**config.mk**
```make
export PLATFORM = sky130hd
export DESIGN_NAME = vga_scan_controller_flat
export DESIGN_NICKNAME = d
export VERILOG_FILES = /design/src/rtl/vga_pkg.sv /design/src/rtl/vga_scan_controller_if.sv /design/src/rtl/vga_axis_counter.sv /design/src/rtl/vga_scan_controller.sv /design/src/flat_wrapper.sv
export SDC_FILE = /design/constraint.sdc
export NUM_CORES = 1
export LEC_CHECK = 0
export CAP_MARGIN = 20
export CORE_ASPECT_RATIO = 1.25
export CORE_MARGIN = 4
export CORE_UTILIZATION = 45
export CTS_CLUSTER_DIAMETER = 150
export DETAILED_ROUTE_END_ITERATION = 6
export DONT_BUFFER_PORTS = 1
export PLACE_DENSITY = 0.56
export REMOVE_ABC_BUFFERS = 1
export SYNTH_ARGS = -nofsm -noshare
export SYNTH_HDL_FRONTEND = slang
export SYNTH_SLANG_ARGS = --single-unit
```
**constraint.sdc**
```tcl
create_clock -name clk -period 3.81 [get_ports clk]
set_input_delay 0.5715 -clock clk [delete_from_list [all_inputs] [get_ports clk]]
set_output_delay 0.5715 -clock clk [all_outputs]
set_load 0.02 [all_outputs]
```
**src/rtl/vga_pkg.sv**
```systemverilog
// Shared 640x480@60 timing constants and scan types for the VGA scan controller.
package vga_pkg;
  localparam int H_VISIBLE = 640;
  localparam int H_FRONT   = 16;
  localparam int H_SYNC    = 96;
  localparam int H_BACK    = 48;
  localparam int H_TOTAL   = 800;

  localparam int V_VISIBLE = 480;
  localparam int V_FRONT   = 10;
  localparam int V_SYNC    = 2;
  localparam int V_BACK    = 33;
  localparam int V_TOTAL   = 525;

  typedef enum logic [1:0] {ACTIVE, FRONT, SYNC, BACK} scan_state_t;
  typedef logic [9:0] coord_t;
endpackage

```
**src/rtl/vga_scan_controller_if.sv**
```systemverilog
// Plotter-facing and VGA-pin signals of the scan controller; master = controller.
interface vga_scan_if
  import vga_pkg::*;
#(
  parameter int CHAR_W = 8
) ();
  logic [CHAR_W-1:0] char_in;
  logic [CHAR_W-1:0] char_out;
  logic [11:0]       rgb_in;
  coord_t            rows;
  coord_t            columns;
  logic [3:0]        vga_r;
  logic [3:0]        vga_g;
  logic [3:0]        vga_b;
  logic              vga_hsync;
  logic              vga_vsync;
  logic              frame_start;

  modport master (
    input  char_in, rgb_in,
    output rows, columns, char_out, vga_r, vga_g, vga_b, vga_hsync, vga_vsync, frame_start
  );

  modport slave (
    output char_in, rgb_in,
    input  rows, columns, char_out, vga_r, vga_g, vga_b, vga_hsync, vga_vsync, frame_start
  );
endinterface

```
**src/rtl/vga_axis_counter.sv**
```systemverilog
// One scan axis: wrapping position counter plus ACTIVE/FRONT/SYNC/BACK region state.
module vga_axis_counter
  import vga_pkg::*;
#(
  parameter int VIS_LEN   = H_VISIBLE,
  parameter int FRONT_LEN = H_FRONT,
  parameter int SYNC_LEN  = H_SYNC,
  parameter int BACK_LEN  = H_BACK
) (
  input  logic        clk,
  input  logic        rst,
  input  logic        advance,
  output coord_t      count,
  output scan_state_t state,
  output logic        wrap
);
  localparam coord_t FP_START   = coord_t'(VIS_LEN);
  localparam coord_t SYNC_START = coord_t'(VIS_LEN + FRONT_LEN);
  localparam coord_t BP_START   = coord_t'(VIS_LEN + FRONT_LEN + SYNC_LEN);
  localparam coord_t LAST       = coord_t'(VIS_LEN + FRONT_LEN + SYNC_LEN + BACK_LEN - 1);

  coord_t      count_d;
  scan_state_t state_d;

  assign wrap = (count == LAST);

  always_ff @(posedge clk or posedge rst) begin
    if (rst) begin
      count <= '0;
      state <= ACTIVE;
    end else begin
      count <= count_d;
      state <= state_d;
    end
  end

  // State is decoded from the next count so it always describes the count being output.
  always_comb begin
    count_d = count;
    state_d = state;
    if (advance) begin
      count_d = wrap ? '0 : count + 10'd1;
      if (count_d < FP_START)        state_d = ACTIVE;
      else if (count_d < SYNC_START) state_d = FRONT;
      else if (count_d < BP_START)   state_d = SYNC;
      else                           state_d = BACK;
    end
  end
endmodule

```
**src/rtl/vga_scan_controller.sv**
```systemverilog
// VGA 640x480@60 scan controller: pixel divider, H/V axes, 1-tick output pipeline, char hand-off.
// Build option: define SCAN_FRAME_LATCH_EN to update char_out only at frame start.
module vga_scan_controller
  import vga_pkg::*;
#(
  parameter int PIX_DIV    = 2,
  parameter int CHAR_W     = 8,
  parameter int H_VIS_LEN  = H_VISIBLE,
  parameter int H_FP_LEN   = H_FRONT,
  parameter int H_SYNC_LEN = H_SYNC,
  parameter int H_BP_LEN   = H_BACK,
  parameter int V_VIS_LEN  = V_VISIBLE,
  parameter int V_FP_LEN   = V_FRONT,
  parameter int V_SYNC_LEN = V_SYNC,
  parameter int V_BP_LEN   = V_BACK
) (
  input  logic       clk,
  input  logic       rst,
  vga_scan_if.master bus
);
  localparam logic [3:0] DIV_LAST = 4'(PIX_DIV - 1);

  logic [3:0]        div;
  logic              pix_tick;
  coord_t            h_cnt, v_cnt;
  scan_state_t       h_state, v_state;
  logic              h_wrap, v_wrap;
  logic [11:0]       rgb_q;
  logic              hsync_q, vsync_q, fs_q;
  logic [CHAR_W-1:0] char_q;

  assign pix_tick = (div == DIV_LAST);

  always_ff @(posedge clk or posedge rst) begin
    if (rst) div <= '0;
    else     div <= pix_tick ? '0 : div + 4'd1;
  end

  vga_axis_counter #(
    .VIS_LEN(H_VIS_LEN), .FRONT_LEN(H_FP_LEN), .SYNC_LEN(H_SYNC_LEN), .BACK_LEN(H_BP_LEN)
  ) u_h (
    .clk(clk), .rst(rst), .advance(pix_tick),
    .count(h_cnt), .state(h_state), .wrap(h_wrap)
  );

  vga_axis_counter #(
    .VIS_LEN(V_VIS_LEN), .FRONT_LEN(V_FP_LEN), .SYNC_LEN(V_SYNC_LEN), .BACK_LEN(V_BP_LEN)
  ) u_v (
    .clk(clk), .rst(rst), .advance(pix_tick & h_wrap),
    .count(v_cnt), .state(v_state), .wrap(v_wrap)
  );

  // Syncs and colour are captured from the same coordinates so they stay aligned at the pins.
  always_ff @(posedge clk or posedge rst) begin
    if (rst) begin
      rgb_q   <= '0;
      hsync_q <= 1'b1;
      vsync_q <= 1'b1;
      fs_q    <= 1'b0;
    end else begin
      fs_q <= pix_tick & h_wrap & v_wrap;
      if (pix_tick) begin
        hsync_q <= (h_state != SYNC);
        vsync_q <= (v_state != SYNC);
        rgb_q   <= (h_state == ACTIVE && v_state == ACTIVE) ? bus.rgb_in : '0;
      end
    end
  end

  always_ff @(posedge clk or posedge rst) begin
    if (rst) char_q <= '0;
`ifdef SCAN_FRAME_LATCH_EN
    else if (fs_q) char_q <= bus.char_in;
`else
    else char_q <= bus.char_in;
`endif
  end

  assign bus.rows        = v_cnt;
  assign bus.columns     = h_cnt;
  assign bus.char_out    = char_q;
  assign bus.vga_r       = rgb_q[11:8];
  assign bus.vga_g       = rgb_q[7:4];
  assign bus.vga_b       = rgb_q[3:0];
  assign bus.vga_hsync   = hsync_q;
  assign bus.vga_vsync   = vsync_q;
  assign bus.frame_start = fs_q;
endmodule

```
**src/flat_wrapper.sv**
```systemverilog
// flat-port wrapper written by rule: the top's interface ports become plain ports
module vga_scan_controller_flat import vga_pkg::*;
#(
  parameter int PIX_DIV    = 2,
  parameter int CHAR_W     = 8,
  parameter int H_VIS_LEN  = H_VISIBLE,
  parameter int H_FP_LEN   = H_FRONT,
  parameter int H_SYNC_LEN = H_SYNC,
  parameter int H_BP_LEN   = H_BACK,
  parameter int V_VIS_LEN  = V_VISIBLE,
  parameter int V_FP_LEN   = V_FRONT,
  parameter int V_SYNC_LEN = V_SYNC,
  parameter int V_BP_LEN   = V_BACK
)
  (clk, rst, bus_char_in, bus_rgb_in, bus_rows, bus_columns, bus_char_out, bus_vga_r, bus_vga_g, bus_vga_b, bus_vga_hsync, bus_vga_vsync, bus_frame_start);
  vga_scan_if #(.CHAR_W(CHAR_W)) bus_i ();
  input  logic clk;
  input  logic rst;
  input wire logic [$bits(bus_i.char_in)-1:0] bus_char_in;
  input wire logic [$bits(bus_i.rgb_in)-1:0] bus_rgb_in;
  output wire logic [$bits(bus_i.rows)-1:0] bus_rows;
  output wire logic [$bits(bus_i.columns)-1:0] bus_columns;
  output wire logic [$bits(bus_i.char_out)-1:0] bus_char_out;
  output wire logic [$bits(bus_i.vga_r)-1:0] bus_vga_r;
  output wire logic [$bits(bus_i.vga_g)-1:0] bus_vga_g;
  output wire logic [$bits(bus_i.vga_b)-1:0] bus_vga_b;
  output wire logic [$bits(bus_i.vga_hsync)-1:0] bus_vga_hsync;
  output wire logic [$bits(bus_i.vga_vsync)-1:0] bus_vga_vsync;
  output wire logic [$bits(bus_i.frame_start)-1:0] bus_frame_start;
  assign bus_i.char_in = bus_char_in;
  assign bus_i.rgb_in = bus_rgb_in;
  assign bus_rows = bus_i.rows;
  assign bus_columns = bus_i.columns;
  assign bus_char_out = bus_i.char_out;
  assign bus_vga_r = bus_i.vga_r;
  assign bus_vga_g = bus_i.vga_g;
  assign bus_vga_b = bus_i.vga_b;
  assign bus_vga_hsync = bus_i.vga_hsync;
  assign bus_vga_vsync = bus_i.vga_vsync;
  assign bus_frame_start = bus_i.frame_start;
  vga_scan_controller #(.PIX_DIV(PIX_DIV), .CHAR_W(CHAR_W), .H_VIS_LEN(H_VIS_LEN), .H_FP_LEN(H_FP_LEN), .H_SYNC_LEN(H_SYNC_LEN), .H_BP_LEN(H_BP_LEN), .V_VIS_LEN(V_VIS_LEN), .V_FP_LEN(V_FP_LEN), .V_SYNC_LEN(V_SYNC_LEN), .V_BP_LEN(V_BP_LEN)) u_core (.clk(clk), .rst(rst), .bus(bus_i));
endmodule
```
; ---- After elaboration in Yosys (flattened, before gate mapping)
; Index checks and enable logic that the tools add are counted.
[word_totals]
regBits = 51
inputBits = 22
output_inout_bits = 43
wordCells = 39
[classes]
addsub = 3
n_lt_le_gt_ge = 6
eq_ne = 5
muxes = 10
bitwise_logic = 2
reduce_logical = 3
[op_table]
columns = operator, n
row1 = $lt 10x10->1 const B, 3
row2 = $lt 10x9->1 const B, 3
row3 = $add 10x1->10 const B, 2
row4 = $eq 10x10->1 const B, 2
row5 = $mux 10, 2
row6 = $mux 12, 1
row7 = $mux 2, 4
row8 = $add 4x1->4 const B, 1
row9 = $eq 4x1->1 const B, 1
row10 = $logic_not 2->1, 2
row11 = $mux 4, 1
row12 = $ne 2x2->1 const B, 2
row13 = $and 1x1->1, 2
row14 = $mux 1, 2
row15 = $logic_and 1x1->1, 1

; ---- Logic depth before layout (Yosys ltp)
[logic_depth]
ltp_word = 6
ltp_mapped = 7
depth_no_buf = 7

; ---- By module
; Synthesis repeated with hierarchy kept, for this count alone.
[unflattened]
cells_unflattened = 238
hier_area_um2 = 2577.5
[modules_own_cells]
columns = mod, instances, cells_per_inst, area_per_inst_um2
row1 = vga_scan_controller, 1, 63, 954.7
row2 = vga_axis_counter at u_core.u_h, 1, 89, 829.5
row3 = vga_axis_counter at u_core.u_v, 1, 86, 793.3

; ---- Worst setup path after synthesis
; No wires, ideal clock.
[synth_timing]
path_kind = flip-flop to flip-flop
start = reg u_core.u_v.count[0]
end = reg u_core.u_v.state[1]
arrival_ns = 1.753
t_required_ns = 3.734
setup_slack_ns = 1.981
stages_incl_launch_ff = 8
path_buffers = 1
synth_period_minus_slack_ns = 1.829
path_cell_list = dfrtp_1 ha_1 clkbuf_1 nand4_1 xnor2_1 a2bb2oi_1 o31a_1 o21ai_1
[synth_between]
elab_chain_cells = 5
word_cells_on_any_way = 7
cone_classes = add/sub (1) / order compare (2) / eq/ne (1) / mux (3)
[synth_rtl]
columns = item, line
row1 = start: declaration, vga_axis_counter.sv:13  ; output coord_t count,
row2 = start signal: assignment, vga_axis_counter.sv:32  ; count <= count_d;
row3 = $add 10x1->10 or $eq 10x10->1 (tied branches), "vga_axis_counter.sv:42, vga_axis_counter.sv:25"
row4 = $mux 10 *, vga_axis_counter.sv:42  ; count_d = wrap ? '0 : count + 10'd1;
row5 = $lt 10x9->1, vga_axis_counter.sv:44  ; else if (count_d < SYNC_START) state_d = FRONT;
row6 = $mux 2, vga_axis_counter.sv:44
row7 = $mux 2 *, vga_axis_counter.sv:43  ; if (count_d < FP_START) state_d = ACTIVE;
row8 = end signal: assignment, vga_axis_counter.sv:33  ; state <= state_d;
row9 = end: declaration, vga_axis_counter.sv:14  ; output scan_state_t state,
; Mark *: on every way between the ends. The rest lies on a longest branch, timed or not.
; A chain may end at the register's enable or synchronous reset.

; ---- Final worst setup path
[layout_timing]
start = reg u_core.div[1]
end = reg u_core.u_v.count[8]
[layout_between]
elab_chain_cells = 2
[layout_rtl]
columns = item, line
row1 = start: declaration, vga_scan_controller.sv:23  ; logic [3:0] div;
row2 = start signal: assignment, vga_scan_controller.sv:36  ; else div <= pix_tick ? '0 : div + 4'd1;
row3 = $eq 4x1->1, vga_scan_controller.sv:32  ; assign pix_tick = (div == DIV_LAST);
row4 = $and 1x1->1, vga_scan_controller.sv:49  ; .clk(clk), .rst(rst), .advance(pix_tick & h_wrap),
; Every way passes these cells.

==> results.yml <==
status:
  status: "finished, final reports clean"
drt:
  viasPerCell: 6.07
  num_vias: 1747
  routed_wire_length_um: 5030
  first_iter_violations: 90
  drc: 0
  drtPass1Iterations: 4
  drtAntennaViolNets: 0
  avgRoutedWirePerCell_um: 17.5
global_route:
  vias_in_the_first_global_route: 1749
  gr-total-overflow: 0
  antenna_violations_before_repair: 0
  global_route_wire_length_before_repair_um: 8360
  grt_use_total_pct: 15.3
  pin_count_of_the_biggest_net_entering_global_routing: 52
clock_network:
  clock_latency_ns: 0.30
  clock_tree_from_tritoncts: "built"
  cts_buffers: 5
  htree_num_levels: 2
  cts_root_buf: "sky130_fd_sc_hd__clkbuf_8"
  clock_sinks: 51
  cts_max_path_buffers: 2
  post_cts_hold_buffer_count: 0
  cts.reportedPaths.clkPinSlew_ns: 0.10
  post-cts-setup-buffers: 0
  post_cts_resize_count: 0
placed_design:
  gp_congestion: 0.819
  dpl-instance-area_um2: 2460
  dp_hpwl_um: 3560
  place.port_buffers: 0
logic_synthesis:
  post_synth_instance_area_um2: 2440
  ys_warn_count: 0
  synth-edff-count: 0
  netlist-cell-type-count: 51
  synth_cells: 232
  synth_ff_type: "sky130_fd_sc_hd__dfrtp_1"
  synth.yosys.seq_area_share_pct: 52.3
  post_synth.cell_area_avg_um2: 10.5
  synth_async_sr_flop_share_pct: 100
  synth.ff_latch_count: 51
timing:
  final_hold_viol_count: 0
  hold_slack_ns: 0.0297
  rsz0062_at_grt: "no"
  max_slew.worst_pin.slew_ns: 0.858
  min_period_over_period_pct: 62.8
  finalSetupTns_ns: 0
  relSlewSlack_pct: 42.5
  fin_crit_ns: 2.39
  clock_skew_ns: 0.00901
  drv_slew: 0
  timing.fmax_mhz: 418
  timing.final.setup_violations: 0
floorplanning:
  die_area_um2: 6680
  overall_die_width_um: 73.9
  chipHeight_um: 90.4
  placeableCoreArea_um2: 5190
  num_io_pins: 65
  num_rows: 29
  start_util_pct: 47.1
power_and_ir_drop:
  vdd_drop_max_mv: 0.189
  power_density_nw_per_um2: 375
  total_leakage_power_nw: 1.13
setup_path:
  critical_path.top_delay_family: "simple AND/OR/NAND/NOR gates"
  category_of_the_worst_setup_path_launch_point: "flop"
  worst_ep_required_time_ns: 3.98
  slowest_stage: "sky130_fd_sc_hd__nor4b_4"
  endpoint_kind: "flop"
  cp_data_arrival_time_ns: 2.57
  timing.critical_path.cells: "nor4b_4 > nand4_2 > nor2_1 > nand4_1 > xnor2_1"
  worst_path_largest_cell_delay_ns: 0.81
  critical_path_buf_inv_count: 0
  maximum_fanout_encountered_on_the_critical_timing_path: 18
  setup.worst_path.class: "reg -> reg"
finish:
  final_net_count: 250
  fill_cell_instance_count_of_the_final_layout: 484
  layout.cell_area.non_filler_um2: 2590
  post_route_cells_drive_above_1_share_pct: 11.1
  area_growth_synth_to_finish_pct: 6.09
  combined_area_of_the_multi_input_logic_cells_um2: 1070
  antennaDiodeCount: 0
  regArea_um2: 1280
worst_hold_path:
  hold_class: "in -> async"
run:
  max-cap-violations: 0
## per-stage QoR
step / total power (W) / cells / worst slack (ns) / utilization, %
floorplan: 0.000594 / 217 / 1.82 / -
global placement: 0.000599 / 279 / 1.51 / 47.4
detailed placement: 0.000600 / 279 / 1.43 / 47.4
CTS: 0.000981 / 287 / 1.40 / 49.6
global route: 0.00101 / 288 / 1.15 / 50.0
finish: 0.000974 / 288 / 1.42 / 50.0
## flip-flops by register name, indices dropped and copies added, names as in the netlist, 2 cells and up
signal               cells
u_core.bus.char_out      8
u_core.div               4
u_core.rgb_q            12
u_core.u_h.count        10
u_core.u_h.state         2
u_core.u_v.count        10
u_core.u_v.state         2
## Yosys cell counts, types with 4 or more instances
cell	number	area share, %
sky130_fd_sc_hd__a21oi_1	4	0.82
sky130_fd_sc_hd__a22o_1	12	4.3
sky130_fd_sc_hd__a31oi_1	4	1.0
sky130_fd_sc_hd__buf_2	7	1.4
sky130_fd_sc_hd__clkbuf_1	8	1.2
sky130_fd_sc_hd__dfrtp_1	49	50
sky130_fd_sc_hd__inv_1	6	0.92
sky130_fd_sc_hd__nand2_1	27	4.1
sky130_fd_sc_hd__nand3_1	8	1.6
sky130_fd_sc_hd__nand4_1	5	1.3
sky130_fd_sc_hd__nor2_1	16	2.5
sky130_fd_sc_hd__nor3_1	6	1.2
sky130_fd_sc_hd__o21ai_0	10	2.0
sky130_fd_sc_hd__xnor2_1	9	3.2
sky130_fd_sc_hd__xor2_1	6	2.1
## cell type report
class	instances	area share, %
clock buffer	5	2.65
clock inverter	3	1.83
inverter	7	1.01
multi-input combinational	159	41.4
sequential	51	49.3
tap	62	2.99
timing repair buffer	1	0.772
## logic make-up after synthesis
family | share of synthesized area, %
flip-flops | 52.3
buffers and inverters | 3.74
AND/OR/NAND/NOR | 21.5
AO/OA/AOI/OAI | 14.3
XOR/XNOR | 5.37
adder cells (fa/ha/maj) | 1.54
multiplexers | 1.28
## per-layer routing
metal,share of wire [%],global-route usage (%)
met5,0,0
met3,6.6,4.57
met4,0.46,4.08
met2,52,25.7
met1,41,18.9
## placed cells by master (no fill, tap or decap), types with 2 or more instances in the layout
cell,n
sky130_fd_sc_hd__a21o_1,3
sky130_fd_sc_hd__a21oi_1,4
sky130_fd_sc_hd__a221o_1,2
sky130_fd_sc_hd__a22o_1,12
sky130_fd_sc_hd__a2bb2oi_1,2
sky130_fd_sc_hd__a31oi_1,4
sky130_fd_sc_hd__and3_1,2
sky130_fd_sc_hd__and4_1,2
sky130_fd_sc_hd__clkbuf_8,5
sky130_fd_sc_hd__dfrtp_1,49
sky130_fd_sc_hd__dfstp_2,2
sky130_fd_sc_hd__ha_1,3
sky130_fd_sc_hd__inv_1,5
sky130_fd_sc_hd__inv_2,2
sky130_fd_sc_hd__mux2i_1,2
sky130_fd_sc_hd__nand2_1,27
sky130_fd_sc_hd__nand3_1,8
sky130_fd_sc_hd__nand3b_1,2
sky130_fd_sc_hd__nand4_1,5
sky130_fd_sc_hd__nand4b_1,2
sky130_fd_sc_hd__nor2_1,16
sky130_fd_sc_hd__nor3_1,6
sky130_fd_sc_hd__nor4_1,3
sky130_fd_sc_hd__nor4b_1,2
sky130_fd_sc_hd__o21ai_0,10
sky130_fd_sc_hd__o21ai_1,3
sky130_fd_sc_hd__o31ai_1,3
sky130_fd_sc_hd__xnor2_1,9
sky130_fd_sc_hd__xor2_1,6
## path summary, 6_finish.rpt
| kind | slack [ns] | from | depth (start not counted) | endpoint |
|---|---|---|---|---|
| min in group clk | 0.29 | bus_char_in[6] | 0 | u_core.bus.char_out[6] |
| worst min register to register | 0.45 | u_core.u_h.state[1] | 1 | u_core.bus.vga_hsync |
| worst min-delay path | 0.03 | rst | 1 | u_core.rgb_q[9] |
| worst max-delay path | 1.42 | u_core.div[1] | 5 | u_core.u_v.count[8] |
| worst max register to register | 1.42 | u_core.div[1] | 5 | u_core.u_v.count[8] |
| max in group asynchronous | 3.26 | rst | 2 | u_core.bus.vga_hsync |
## where the power goes
group	internal (W)	leakage [nW]	total, W	switching (W)
Clock	0.000199	0.0587	0.000383	0.000184
Combinational	0.00000701	0.422	0.0000189	0.0000118
Sequential	0.000552	0.645	0.000572	0.0000202
## worst reg2reg max path: cells and delay by family, from the launching register on
| family | cells | cell delay, ns |
|---|---|---|
| xor gates and xnor gates | 1 | 0.16 |
| DFF | 1 | 0.47 |
| and+or+nand+nor | 4 | 1.65 |
(Power assumes the default switching activity.)
==> patch: new RTL, same settings <==
The 4 states of `scan_state_t` get a one-hot encoding in 4 bits.
--- a/src/rtl/vga_pkg.sv
+++ b/src/rtl/vga_pkg.sv
@@ -13,5 +13,5 @@
   localparam int V_TOTAL   = 525;
 
-  typedef enum logic [1:0] {ACTIVE, FRONT, SYNC, BACK} scan_state_t;
+  typedef enum logic [3:0] {ACTIVE = 4'b0001, FRONT = 4'b0010, SYNC = 4'b0100, BACK = 4'b1000} scan_state_t;
   typedef logic [9:0] coord_t;
 endpackage
Check against the original RTL: same outputs for any inputs over 10 cycles, from zero or initial values and one cycle with rst high; not proved beyond that.
==> patch against the original RTL <==
Wire length up 7.0%. Worst setup slack better by 23 ps. Synthesized cell count up 7.8%. Count of clock-buffer cells in the layout up 1. Cell area up 4.5%. Power down 2.7%. Clock power down 11%. Die area up 5.5%. Synthesized area up 6.1%. Sequential cell count up 4. Sequential share of layout area up 1.6 points.
==> patch: results (changes against the original RTL) <==
- Outcome: completed
- Grt met1 use: 19.4% (+0.55 points)
- Wire per inst: 17.5 µm (about the same)
- Yosys warning total: 0 (unchanged)
- Routability-driven placement congestion ratio: 0.768 (-6.2%)
- Global-route wire length before repair: 9230 µm (+10%)
- Worst vdd ir: 0.183 mV (-3.3%)
- Number of DRC markers in iteration 0: 164 (+82%)
- Via count of the first global-routing pass: 1,814 (+3.7%)
- Seq/Total Area, Yosys: 53.3% (+0.95 points)
- Largest net degree at the start of global routing: 34 (-35%)
- Leak Pwr: 0.00114 µW (+1.5%)
- Hold WC Path Type: in2async
- Post-synth top cells: dfrtp_1, nand2_1, o21ai_0
- M2 GR Usage: 27.3% (+1.6 points)
- Dpl hpwl: 3820 µm (+7.1%)
- Total Routing Usage GR: 15.9% (+0.57 points)
- CP Max Fanout: 12 (-6)
- Slew HR: 40.9% (-1.7 points)
- Synth area leaders: dfrtp_1, a22o_1, xnor2_1, dfstp_2, nand2_1
- Layout cells sized above 1: 9.84% (-1.2 points)
- Fillers: 512 (+5.8%)
- Worst Path Arrival: 2550 ps (-20 ps)
- Via density: 5.91 (-2.5%)
- Synth cell types: 48 (-5.9%)
- Final nets: 268 (+7.2%)
- Clock skew: 9.52 ps (+0.510 ps)
- Largest regs: u_core.rgb_q: 12 flops, u_core.u_h.count: 10 flops, u_core.u_v.count: 10 flops
patch: cell count changes in the layout (fill, tap and decap cells not counted), moves of 3 or more:
cell,change
a21oi_1,+5
xor2_1,-3
nor2_1,-7
o21ai_0,+8
xnor2_1,+4
inv_1,+3
o21a_1,+3
nand3_1,+4
and3_1,+4
patch: per-stage QoR:
step,total power (µW),std cells,util [%],worst slack (ps),cell area [µm²]
2_1_floorplan,615,234,-,1710,2520
3_3_place_gp,620,300,47.4,1440,2620
3_5_place_dp,620,300,47.4,1460,2620
4_1_cts,964,308,49.1,1440,2710
5_1_grt,998,308,49.1,1220,2710
6_report,947,308,49.1,1440,2710
patch: area by class of cell:
type	count	area (µm²)	area share [%]
clock buffer	6	82.6	3.05
clock inverter	2	13.8	0.508
inverter	10	37.5	1.38
multi-input combinational	169	1100	40.6
sequential	55	1380	50.9
tap	64	80.1	2.95
timing repair buffer	2	15.0	0.554
patch: logic make-up after synthesis:
logic type                 Yosys count  share of synthesized area, %
AOI/OAI and AO/OA                   63                          16.3
xor gates and xnor gates            16                          5.40
adders and majority gates            3                          1.45
buffers and inverters               26                          4.29
DFF                                 55                          53.3
muxes                                1                         0.434
and+or+nand+nor                     86                          18.9
patch: final timing paths:
kind | end | slack [ps] | cells past startpoint
hold reg to reg | u_core.u_v.state[0] | 490 | 2
setup / recovery | u_core.u_v.count[6] | 1440 | 7
setup reg to reg | u_core.u_v.count[6] | 1440 | 7
max in group asynchronous | u_core.bus.vga_hsync | 2750 | 2
hold / removal | u_core.bus.char_out[1] | 240 | 1
min in group clk | u_core.bus.char_out[7] | 290 | 0
patch: layer usage:
metal,vias to the layer above,wire length [µm]
met5,-,0
met4,0,64
met3,6,302
met2,44,2720
met1,886,2300
li1,885,-
patch: where the power goes:
| part | switching, µW | leakage, µW | internal [µW] |
|---|---|---|---|
| combinational | 10.9 | 0.000370 | 0.785 |
| sequential | 7.47 | 0.000722 | 588 |
| clock | 191 | 0.0000516 | 149 |
| total | 209 | 0.00114 | 738 |
patch: critical path: stages, from the launching register on:
cell and delay [ps]:
dfrtp_1 520, ha_1 230, and4_1 250, and2_2 220, and3_1 450, nand2_1 120
or3_1 340, xnor2_1 130
